`config.mk`:
```
export PLATFORM = sky130hd
export DESIGN_NAME = serial_subtractor
export DESIGN_NICKNAME = d
export VERILOG_FILES = /design/src/rtl/sub_pkg.sv /design/src/rtl/digit_subtractor.sv /design/src/rtl/serial_subtractor.sv
export SDC_FILE = /design/constraint.sdc
export NUM_CORES = 1
export LEC_CHECK = 0
export ABC_AREA = 1
export CORE_ASPECT_RATIO = 1.25
export CORE_MARGIN = 4
export CORE_UTILIZATION = 25
export CTS_CLUSTER_DIAMETER = 60
export DETAILED_ROUTE_END_ITERATION = 8
export GPL_TIMING_DRIVEN = 1
export SLEW_MARGIN = 30
export SYNTH_ARGS = -nofsm -noshare
export SYNTH_HDL_FRONTEND = slang
export SYNTH_SLANG_ARGS = --single-unit
```
`constraint.sdc`:
```
create_clock -name clk -period 2.7 [get_ports clk]
set_input_delay 0.675 -clock clk [delete_from_list [all_inputs] [get_ports clk]]
set_output_delay 0.675 -clock clk [all_outputs]
set_load 0.1 [all_outputs]
```
`src/rtl/sub_pkg.sv`:
```
// Shared types for the serial subtractor datapath.
package sub_pkg;

  typedef enum logic {
    IDLE,
    RUN
  } state_e;

endpackage

```
`src/rtl/digit_subtractor.sv`:
```
// Combinational ripple of DIGIT full-subtract stages; also exposes the borrow
// entering the top bit so the caller can derive signed overflow.
module digit_subtractor #(
  parameter int DIGIT = 2
) (
  input  logic [DIGIT-1:0] x,
  input  logic [DIGIT-1:0] y,
  input  logic             bi,
  output logic [DIGIT-1:0] d,
  output logic             bo,
  output logic             btop
);

  logic [DIGIT:0] bc;

  always_comb begin
    bc    = '0;
    d     = '0;
    bc[0] = bi;
    for (int i = 0; i < DIGIT; i++) begin
      d[i]    = x[i] ^ y[i] ^ bc[i];
      bc[i+1] = (~x[i] & y[i]) | (~(x[i] ^ y[i]) & bc[i]);
    end
  end

  assign bo   = bc[DIGIT];
  assign btop = bc[DIGIT-1];

endmodule

```
`src/rtl/serial_subtractor.sv`:
```
// Multi-cycle a - b - bin, DIGIT bits per clock, with start/busy/done handshake
// and borrow, zero and signed-overflow flags on completion.
module serial_subtractor
  import sub_pkg::*;
#(
  parameter int WIDTH = 8,
  parameter int DIGIT = 2
) (
  input  logic             clk,
  input  logic             rst,
  input  logic             start,
  input  logic [WIDTH-1:0] a,
  input  logic [WIDTH-1:0] b,
  input  logic             bin,
  output logic             busy,
  output logic             done,
  output logic [WIDTH-1:0] diff,
  output logic             bout,
  output logic             zero,
  output logic             ovf
);

  localparam int N  = WIDTH / DIGIT;
  localparam int CW = (N > 1) ? $clog2(N) : 1;
  localparam logic [CW-1:0] LAST = CW'(N - 1);

  if (WIDTH < 1 || DIGIT < 1 || DIGIT > WIDTH || (WIDTH % DIGIT) != 0) begin : g_bad_params
    $error("serial_subtractor: need 1 <= DIGIT <= WIDTH and WIDTH %% DIGIT == 0");
  end

  state_e             state_q, state_d;
  logic [CW-1:0]      cnt_q, cnt_d;
  logic               borrow_q, borrow_d;
  logic [WIDTH-1:0]   a_q, a_d;
  logic [WIDTH-1:0]   b_q, b_d;
  logic [WIDTH-1:0]   res_q, res_d;
  logic               done_q, done_d;
  logic [WIDTH-1:0]   diff_q, diff_d;
  logic               bout_q, bout_d;
  logic               zero_q, zero_d;
  logic               ovf_q, ovf_d;

  logic [31:0]        digBase;
  logic [DIGIT-1:0]   digX, digY, digD;
  logic               digBo, digBtop;

  assign digBase = 32'(cnt_q) * 32'(DIGIT);
  assign digX    = a_q[digBase +: DIGIT];
  assign digY    = b_q[digBase +: DIGIT];

  digit_subtractor #(.DIGIT(DIGIT)) u_digit (
    .x    (digX),
    .y    (digY),
    .bi   (borrow_q),
    .d    (digD),
    .bo   (digBo),
    .btop (digBtop)
  );

  always_comb begin
    state_d  = state_q;
    cnt_d    = cnt_q;
    borrow_d = borrow_q;
    a_d      = a_q;
    b_d      = b_q;
    res_d    = res_q;
    done_d   = 1'b0;
    diff_d   = diff_q;
    bout_d   = bout_q;
    zero_d   = zero_q;
    ovf_d    = ovf_q;
    case (state_q)
      IDLE: begin
        if (start) begin
          a_d      = a;
          b_d      = b;
          borrow_d = bin;
          cnt_d    = '0;
          state_d  = RUN;
        end
      end
      RUN: begin
        res_d[digBase +: DIGIT] = digD;
        borrow_d = digBo;
        cnt_d    = cnt_q + 1'b1;
        // Last digit: the just-written slice completes the result, so flags use res_d.
        if (cnt_q == LAST) begin
          diff_d  = res_d;
          bout_d  = digBo;
          zero_d  = (res_d == '0);
          ovf_d   = digBo ^ digBtop;
          done_d  = 1'b1;
          cnt_d   = '0;
          state_d = IDLE;
        end
      end
      default: state_d = IDLE;
    endcase
  end

  always_ff @(posedge clk) begin
    if (rst) begin
      state_q  <= IDLE;
      cnt_q    <= '0;
      borrow_q <= 1'b0;
      a_q      <= '0;
      b_q      <= '0;
      res_q    <= '0;
      done_q   <= 1'b0;
      diff_q   <= '0;
      bout_q   <= 1'b0;
      zero_q   <= 1'b0;
      ovf_q    <= 1'b0;
    end else begin
      state_q  <= state_d;
      cnt_q    <= cnt_d;
      borrow_q <= borrow_d;
      a_q      <= a_d;
      b_q      <= b_d;
      res_q    <= res_d;
      done_q   <= done_d;
      diff_q   <= diff_d;
      bout_q   <= bout_d;
      zero_q   <= zero_d;
      ovf_q    <= ovf_d;
    end
  end

  assign busy = (state_q == RUN);
  assign done = done_q;
  assign diff = diff_q;
  assign bout = bout_q;
  assign zero = zero_q;
  assign ovf  = ovf_q;

endmodule

```
==> impl_metrics.yaml, run 1 <==
clocking:
  ctsResizeCount: 0
  root_buffer: "clkbuf_8"
  cts.sinks: 40
  insertion_delay_ns: 0.29
  cts_tree: "yes"
  h-tree-depth: 2
  numCtsBuffers: 5
  path_clk_slew_ns: 0.08
  ctsHoldBuffers: 0
  post_cts_buffers: 0
  clk_path_buf_depth: 2
logic_synthesis:
  ys_warn_count: 0
  ys_ff_latch: 40
  syn_nets: 278
  synth_area_leaders: "dfxtp_1 (44%), nor2_1 (11%), nand2_1 (8.0%)"
  yosysSeqAreaShare_pct: 43.7
  synth_cell_types: 27
  syn_inst: 250
  netlist_area_um2: 1830
  postSynthAreaPerCell_um2: 7.34
  synth.top_cell.area_share_pct: 43.7
  synth_largest_area_cell: "dfxtp_1"
placement:
  place_area_um2: 2230
  dp_hpwl_um: 2980
  io_buffers: 32
  place.gp.congestion: 0.799
worst_setup_path:
  worst-path-max-fanout: 13
  critical_path_class: "flip-flop to flip-flop"
  rr_worst_depth: 13
  end_kind: "flip-flop"
  cp_cell_sequence: "buf_4, o21ai_0, o22ai_1, fa_1, inv_1, fa_1, nand3_1, nor2_1, nor2_1, nand2_1, nor2_1, nand3_1, nand2_1"
  crit_end: "zero$_SDFFE_PP0P_"
  critical_path.max_stage_delay_ns: 0.45
  crit_slowest_cell: "fa_1"
  ff2ff_setup_slack_ns: 0.24
  worst_ep_arrival_time_ns: 2.71
  cp-startpoint: "cnt_q[0]$_SDFFE_PP0P_"
  startpoint_type: "flip-flop"
  cp.required_ns: 2.94
  worstReg2RegEnd: "zero$_SDFFE_PP0P_"
  r2r-start: "cnt_q[0]$_SDFFE_PP0P_"
  cp_common_cell: "nor2_1"
die:
  num_rows: 34
  fp.dieH_um: 104
  start_util_pct: 26.0
  fp.dieW_um: 84.6
  coreArea_um2: 7060
  ios: 33
  dieArea_um2: 8780
global_routing:
  grt_pass1_wl_um: 7010
  antenna_found_initial: 0
  grt_start_max_net_pins: 25
  grt_use_total_pct: 9.71
  overflow: 0
  grt_pass1_vias: 1593
pwr:
  leakage_nw: 1.06
  p_per_area_nw_per_um2: 631
  peakVddDrop_mv: 0.301
sta:
  fin_crit_ns: 2.46
  setup_violations: 0
  worst_pin_slew_ns: 0.355
  fmax_mhz: 406
  finalSetupTns_ns: 0
  slew_headroom_pct: 76.3
  fin_worst_skew_ns: 0.00226
  slew_violations: 0
  hold_viol_final: 0
  rsz0062_at_grt: "no"
  period_share_pct: 91.2
layout:
  nets: 314
  drive_gt1_share_pct: 13.6
  final_common_cell: "nor2_1"
  area_growth_pct: 28.4
  fin_area_um2: 2350
  final_cell_mix: "nor2_1 (56), dfxtp_1 (40), nand2_1 (39)"
  n_fill_cell: 778
  diodes: 0
detailed_routing:
  post_drt_wl_per_cell_um: 10.5
  dr_total_vias: 1606
  vias_per_cell: 4.27
  drtIter0Drc: 75
  ant_nets: 0
  drc: 0
  first_pass_iters: 4
  routed_wirelength_um: 3940
min_path:
  hold_path_startpoint: "diff[2]$_SDFFE_PP0P_"
  hold_path_class: "flip-flop to flip-flop"
run_status:
  status: "finished clean"
run:
  drv_cap: 0
-- metal layers --
| layer | wire length (um) | vias to the layer above | part of all wire (%) | GRT usage (%) |
|---|---|---|---|---|
| met1 | 1800 | 703 | 46 | 11.6 |
| met4 | 63 | 0 | 1.6 | 3.51 |
| met5 | 0 | - | 0 | 0 |
| li1 | - | 861 | - | - |
| met2 | 1850 | 35 | 47 | 16.3 |
| met3 | 232 | 7 | 5.9 | 2.86 |
-- stage by stage --
stage | hold WS [ns] | util (%) | std cells | total power [W] | setup WS, ns
after floorplan | 0.449 | - | 250 | 0.000844 | 0.259
after global placement | 0.446 | 31.5 | 369 | 0.000922 | 0.263
after detailed placement | 0.445 | 31.5 | 369 | 0.000925 | 0.213
after CTS | 0.459 | 33.3 | 376 | 0.00150 | 0.186
after global routing | 0.483 | 33.3 | 376 | 0.00157 | 0.0334
final | 0.456 | 33.3 | 376 | 0.00149 | 0.238
-- worst min path at each step --
stage / to / slack [ns] / cells past startpoint
2_1_floorplan: b_q[2]$_SDFFE_PP0P_ / 0.45 / 2
3_5_place_dp: zero$_SDFFE_PP0P_ / 0.44 / 2
4_1_cts: zero$_SDFFE_PP0P_ / 0.46 / 2
6_report: diff[2]$_SDFFE_PP0P_ / 0.46 / 2
5_1_grt: ovf$_SDFFE_PP0P_ / 0.48 / 2
3_3_place_gp: diff[2]$_SDFFE_PP0P_ / 0.45 / 2
-- state kept, by name (all words and copies together), names as in the netlist --
signal    flops
a_q           8
b_q           8
borrow_q      1
bout          1
busy          1
cnt_q         2
diff          8
done          1
ovf           1
res_q         8
zero          1
-- logic make-up (layout without fill, tap and decap cells) --
| kind of cell | count (synthesis) | count (layout) | share of synthesized area [%] |
|---|---|---|---|
| AND/OR/NAND/NOR | 106 | 106 | 23.1 |
| XOR/XNOR | 1 | 1 | 0.478 |
| flip-flops | 40 | 40 | 43.7 |
| buffers and inverters | 41 | 77 | 9.41 |
| AO/OA/AOI/OAI | 54 | 54 | 17.1 |
| adder cells (fa/ha/maj) | 8 | 8 | 6.28 |
-- Yosys cell counts --
cell type and instances:
nand2_1 39, clkbuf_1 1, buf_4 3, inv_4 1, buf_2 4, inv_1 27
o22ai_2 1, a32o_1 2, nand3_1 4, o21ai_0 19, ha_1 6, nand2_4 1
o22ai_1 2, dfxtp_1 40, o211ai_1 6, inv_2 5, xor2_1 1, a21oi_2 1
a21oi_1 7, nor2_1 56, or2_2 1, o21ai_1 15, fa_1 2, a22o_1 1
nor2_2 3, and2_1 1, nor3_1 1
-- worst max-delay path: cells and delay by family (launching register included) --
| kind | cells | cell delay [ns] |
|---|---|---|
| adders and majority gates | 2 | 0.86 |
| and+or+nand+nor | 7 | 0.65 |
| AOI/OAI and AO/OA | 2 | 0.27 |
| buffers and inverters | 2 | 0.28 |
| DFF | 1 | 0.35 |
-- power breakdown --
part,switching [W],internal (W),leakage (nW),total [W]
sequential,0.0000176,0.000623,0.328,0.000641
combinational,0.000160,0.000109,0.672,0.000269
clock,0.000212,0.000364,0.0642,0.000575
-- final cells by class --
cell class	instances	area [um2]	area share [%]
Multi-Input combinational cell	169	861	36.6
Tap cell	90	113	4.78
Timing Repair Buffer	37	325	13.8
Clock inverter	2	60.1	2.55
Sequential cell	40	801	34.0
Inverter	33	126	5.37
Clock buffer	5	68.8	2.92
No activity file was read; power rests on OpenSTA's default activity.
==> run 2, diff against run 1 <==
--- a/config.mk
+++ b/config.mk
@@ -12,6 +12,7 @@
 export CTS_CLUSTER_DIAMETER = 60
 export DETAILED_ROUTE_END_ITERATION = 8
 export GPL_TIMING_DRIVEN = 1
+export SETUP_SLACK_MARGIN = 0.3
 export SLEW_MARGIN = 30
 export SYNTH_ARGS = -nofsm -noshare
 export SYNTH_HDL_FRONTEND = slang
==> constraint.sdc (replaced) <==
create_clock -name clk -period 2.67 [get_ports clk]
set_input_delay 0.6675 -clock clk [delete_from_list [all_inputs] [get_ports clk]]
set_output_delay 0.6675 -clock clk [all_outputs]
set_load 0.1 [all_outputs]
==> run 2 against run 1 <==
Compared with the run above: register-to-register slack improved by 0.096 ns; worst setup slack improved by 0.096 ns; global-route usage increased by 0.15 points; sequential share of layout area decreased by 1.3 points; design area increased by 4.4%; core utilization increased by 1.5 points; combinational power increased by 22%; clock-buffer cell count unchanged; critical path depth decreased by 1; power decreased by 7.1%; routed wire length increased by 7.3%; critical endpoint unchanged; largest cell class unchanged.
==> impl_metrics.yaml, run 2 (synthesis results as in run 1) <==
worst_setup_path:
  cp_cell_sequence: "nand2_2, a32o_2, fa_2, inv_2, fa_2, inv_2, nor2_2, a21oi_2, nand2_1, nor2_2, nand3_1, nand2_1"
  critical_path_class: "flip-flop to flip-flop"
  startpoint_type: "flip-flop"
  cp.required_ns: 2.91
  end_kind: "flip-flop"
  worst-path-max-fanout: 6
  critical_path.max_stage_delay_ns: 0.47
  crit_slowest_cell: "fa_2"
  worst_ep_arrival_time_ns: 2.58
detailed_routing:
  first_pass_iters: 4
  drc: 0
  post_drt_wl_per_cell_um: 10.9
  ant_nets: 0
  dr_total_vias: 1702
  vias_per_cell: 4.39
  routed_wirelength_um: 4230
  drtIter0Drc: 114
clocking:
  cts_tree: "yes"
  clk_path_buf_depth: 2
  insertion_delay_ns: 0.30
  numCtsBuffers: 5
  h-tree-depth: 2
  path_clk_slew_ns: 0.08
  root_buffer: "clkbuf_8"
  cts.sinks: 40
placement:
  place_area_um2: 2210
  io_buffers: 32
  dp_hpwl_um: 3130
  place.gp.congestion: 0.817
pwr:
  peakVddDrop_mv: 0.247
  leakage_nw: 1.11
  switching_power_w: 0.000419
  p_sw_share_pct: 30.4
  combPwrFrac_pct: 23.8
  power_frac_seq_pct: 47.4
  p_per_area_nw_per_um2: 561
  p_int_w: 0.000960
  pwr-share-clk_pct: 28.8
layout:
  final_cell_mix: "nor2_1 (51), dfxtp_1 (39), nand2_1 (37)"
  diodes: 0
  area_growth_pct: 34.0
  final_common_cell: "nor2_1"
  regArea_um2: 805
  n_fill_cell: 789
  fin_area_um2: 2460
  multiInputGateArea_um2: 901
  drive_gt1_share_pct: 22.5
  nets: 325
global_routing:
  grt_pass1_wl_um: 7180
  antenna_found_initial: 0
  overflow: 0
  grt_use_total_pct: 9.86
  grt_pass1_vias: 1651
  grt_start_max_net_pins: 25
sta:
  period_share_pct: 87.5
  slew_violations: 0
  worst_hold_slack_ns: 0.459
  fmax_mhz: 428
  finalSetupTns_ns: 0
  fin_crit_ns: 2.34
  setup_violations: 0
  worst_pin_slew_ns: 0.363
  fin_worst_skew_ns: 0.00797
  slew_headroom_pct: 75.8
  rsz0062_at_grt: "yes"
  hold_viol_final: 0
min_path:
  hold_path_class: "flip-flop to flip-flop"
die:
  dieArea_um2: 8780
  fp.dieW_um: 84.6
  num_rows: 34
  fp.dieH_um: 104
  ios: 33
  start_util_pct: 26.0
  coreArea_um2: 7060
run:
  drv_cap: 0
run_status:
  status: "finished clean"
[run 2: changes by cell type in the layout (fill, tap and decap cells not counted), moves of 2 or more]
cell | previous run | this run
nand2_1 | 39 | 37
clkinv_2 | 0 | 2
fa_2 | 0 | 2
nand3_1 | 4 | 2
nor2_1 | 56 | 51
nor2_2 | 3 | 8
o21ai_0 | 19 | 17
buf_4 | 18 | 27
fa_1 | 2 | 0
bufinv_16 | 2 | 0
o21ai_1 | 15 | 17
inv_1 | 26 | 24
nand2_2 | 0 | 2
nand3_2 | 0 | 2
[run 2: final timing paths]
check	cells past startpoint	slack [ns]	to	startpoint
min	2	0.46	ovf$_SDFFE_PP0P_	ovf$_SDFFE_PP0P_
min reg2reg	2	0.46	ovf$_SDFFE_PP0P_	ovf$_SDFFE_PP0P_
max	12	0.33	zero$_SDFFE_PP0P_	cnt_q[0]$_SDFFE_PP0P_
max reg2reg	12	0.33	zero$_SDFFE_PP0P_	cnt_q[0]$_SDFFE_PP0P_
[run 2: critical path, delay by kind of cell (launching register included)]
kind	cells	cell delay, ns
flops	1	0.43
compound gates	2	0.44
simple gates	6	0.40
fa+ha+maj	2	0.87
buf+inv	2	0.14
[run 2: what timing repair did]
item                       in CTS  in global routing
gates resized for setup         6                 16
hold endpoints to repair        0                  0
hold buffers                    0                  0
pin swaps                       1                 14
gates cloned                    0                  1
setup buffers                   4                  8
setup endpoints to repair       9                  6
[run 2: per-stage QoR]
stage	total power (W)	utilization (%)	setup slack (ns)	cells
after detailed placement	0.000933	31.3	0.0629	367
after CTS	0.00135	33.4	0.315	379
after global routing	0.00147	34.8	0.181	388
after global placement	0.000930	31.3	0.167	367
after floorplan	0.000855	-	0.313	250
final	0.00138	34.8	0.333	388
[run 2: area by class of cell]
type	instances	share of cell area (%)
Clock buffer	5	2.80
Clock inverter	3	0.763
Inverter	33	5.45
Multi-Input combinational cell	169	36.6
Sequential cell	40	32.7
Tap cell	90	4.58
Timing Repair Buffer	47	16.8
Timing Repair inverter	1	0.254
[run 2: power by group through the flow]
stage                     Sequential, W  Clock [W]  Combinational (W)
after floorplan                0.000671          0           0.000183
after global placement         0.000668          0           0.000262
after detailed placement       0.000668          0           0.000265
after CTS                      0.000652   0.000413           0.000286
after global routing           0.000658   0.000439           0.000369
final                          0.000653   0.000397           0.000329
[run 2: routing by layer]
layer | wire (um) | up-vias | global-route usage (%)
li1 | - | 887 | -
met3 | 205 | 9 | 2.46
met1 | 1880 | 777 | 11.9
met4 | 85 | 0 | 4.30
met2 | 2060 | 29 | 16.3
met5 | 0 | - | 0
==> run 3, diff against run 2 <==
--- a/config.mk
+++ b/config.mk
@@ -6,10 +6,11 @@
 export NUM_CORES = 1
 export LEC_CHECK = 0
 export ABC_AREA = 1
-export CORE_ASPECT_RATIO = 1.25
+export CORE_ASPECT_RATIO = 1.2
 export CORE_MARGIN = 4
 export CORE_UTILIZATION = 25
 export CTS_CLUSTER_DIAMETER = 60
+export CTS_CLUSTER_SIZE = 40
 export DETAILED_ROUTE_END_ITERATION = 8
 export GPL_TIMING_DRIVEN = 1
 export SETUP_SLACK_MARGIN = 0.3
==> constraint.sdc (replaced) <==
create_clock -name clk -period 2.67 [get_ports clk]
set_input_delay 0.267 -clock clk [delete_from_list [all_inputs] [get_ports clk]]
set_output_delay 0.267 -clock clk [all_outputs]
set_load 0.1 [all_outputs]
==> run 3 against run 2 <==
Compared with the run above: die area about the same; clock skew down 0.00083 ns; worst setup slack better by 0.0073 ns; via count down 2.1%; worst hold slack worse by 0.0023 ns; sequential power about the same; highest routed layer unchanged; critical path depth up 1; clock power up 37%.
==> impl_metrics.yaml, run 3 (synthesis results as in run 1) <==
sta:
  slew_headroom_pct: 57.9
  fmax_mhz: 429
  finalSetupTns_ns: 0
  period_share_pct: 87.2
  fin_worst_skew_ns: 0.00714
  hold_viol_final: 0
  setup_slack_ns: 0.340
  fin_crit_ns: 2.33
  worst_pin_slew_ns: 0.629
  rsz0062_at_grt: "yes"
  slew_violations: 0
  setup_violations: 0
worst_setup_path:
  critical_path_class: "flip-flop to flip-flop"
  end_kind: "flip-flop"
  worst-path-stages: 13
  cp.required_ns: 2.91
  cp.buffers_inverters: 2
  r2r-start: "cnt_q[0]$_SDFFE_PP0P_"
  worst_ep_arrival_time_ns: 2.57
  cp_cell_sequence: "inv_4, nand2_2, a32o_2, fa_2, inv_2, fa_2, nand3_2, nor2_1, nor2_2, nand2_1, nor2_1, nand3_1, nand2_1"
  crit_end: "zero$_SDFFE_PP0P_"
  worst-path-max-fanout: 7
  worstReg2RegEnd: "zero$_SDFFE_PP0P_"
  startpoint_type: "flip-flop"
  rr_worst_depth: 13
  cp-startpoint: "cnt_q[0]$_SDFFE_PP0P_"
  critical_path.max_stage_delay_ns: 0.47
  cp_top_family: "adder cells"
  crit_slowest_cell: "fa_2"
  ff2ff_setup_slack_ns: 0.34
layout:
  diodes: 0
  area_growth_pct: 32.6
  n_fill_cell: 773
  final_cell_mix: "nor2_1 (53), nand2_1 (38), dfxtp_1 (38)"
  nets: 321
  drive_gt1_share_pct: 20.4
  final_common_cell: "nor2_1"
detailed_routing:
  ant_nets: 0
  first_pass_iters: 4
  post_drt_wl_per_cell_um: 11.2
  dr.max_layer_used: "met4"
  wl_met2_um: 2010
  routed_wirelength_um: 4260
  wl_met1_um: 1910
  drtIter0Drc: 59
  vias_per_cell: 4.38
  dr_total_vias: 1667
  drc: 0
  wl_met3_um: 233
pwr:
  total_power_w: 0.00150
  leakage_nw: 1.10
  peakVddDrop_mv: 0.287
  p_per_area_nw_per_um2: 617
clocking:
  h-tree-depth: 2
  path_clk_slew_ns: 0.08
  cts_tree: "yes"
  insertion_delay_ns: 0.29
  clk_path_buf_depth: 2
  numCtsBuffers: 5
  root_buffer: "clkbuf_8"
  cts.sinks: 40
  ctsHoldBuffers: 0
global_routing:
  grt_pass1_wl_um: 7270
  overflow: 0
  antenna_found_initial: 0
  grt_pass1_vias: 1631
  grt_start_max_net_pins: 25
  grt_use_total_pct: 10.5
die:
  fp.dieW_um: 86.2
  ios: 33
  start_util_pct: 26.3
  fp.dieH_um: 102
  num_rows: 33
  coreArea_um2: 6980
  dieArea_um2: 8780
min_path:
  hold_path_class: "flip-flop to flip-flop"
run_status:
  status: "finished clean"
placement:
  dp_slack_ns: 0.240
  place.gp.congestion: 0.810
  dp_hpwl_um: 3120
  io_buffers: 32
run:
  drv_cap: 0
run 3: cell count changes in the layout (fill, tap and decap cells not counted), moves of 2 or more:
cell | before | now
o21ai_0 | 17 | 19
nor2_2 | 8 | 6
clkinv_2 | 2 | 0
clkbuf_8 | 5 | 7
nor2_1 | 51 | 53
buf_4 | 27 | 24
o21ai_1 | 17 | 15
run 3: layer usage:
metal	up-vias	GRT usage [%]
met5	-	0
met4	0	5.28
met3	10	2.90
met2	36	17.3
met1	746	12.5
li1	875	-
run 3: cell type report:
class	instances	area (um2)	area share [%]
clock buffer	7	96.3	3.96
clock inverter	1	30.0	1.23
inverter	33	129	5.30
multi-input combinational	169	887	36.5
sequential	40	806	33.1
tap	87	109	4.48
timing repair buffer	44	375	15.4
run 3: how the worst min path moves through the flow:
stage	startpoint	cells past startpoint	to	slack, ns
floorplan	rst	1	cnt_q[1]$_SDFFE_PP0P_	0.34
CTS	zero$_SDFFE_PP0P_	2	zero$_SDFFE_PP0P_	0.46
finish	diff[2]$_SDFFE_PP0P_	2	diff[2]$_SDFFE_PP0P_	0.46
global placement	diff[7]$_SDFFE_PP0P_	2	diff[7]$_SDFFE_PP0P_	0.44
global route	bout$_SDFFE_PP0P_	2	bout$_SDFFE_PP0P_	0.48
detailed placement	zero$_SDFFE_PP0P_	2	zero$_SDFFE_PP0P_	0.45
run 3: metrics by stage:
stage                     hold WS, ns  std cells  instance area (um2)  utilization (%)
after floorplan                 0.336        250                 1840                -
after global placement          0.445        364                 2210             31.6
after detailed placement        0.445        364                 2210             31.6
after CTS                       0.459        373                 2350             33.7
after global routing            0.482        381                 2430             34.9
final                           0.456        381                 2430             34.9
run 3: tightest hold or removal path, delay by kind of cell (launching register included):
kind | cells | cell delay [ns]
simple gates | 1 | 0.05
compound gates | 1 | 0.05
flops | 1 | 0.31
run 3: what timing repair did:
| action | CTS | global route |
|---|---|---|
| pin swaps | 2 | 10 |
| gates resized for setup | 5 | 10 |
| buffers inserted | 1 | 8 |
| endpoints found under the setup margin | 5 | 6 |
| gates cloned | 0 | 0 |
run 3: power breakdown:
part	total [W]	switching [W]	internal, W
combinational	0.000302	0.000170	0.000132
clock	0.000542	0.000212	0.000330
sequential	0.000656	0.0000253	0.000631
total	0.00150	0.000408	0.00109
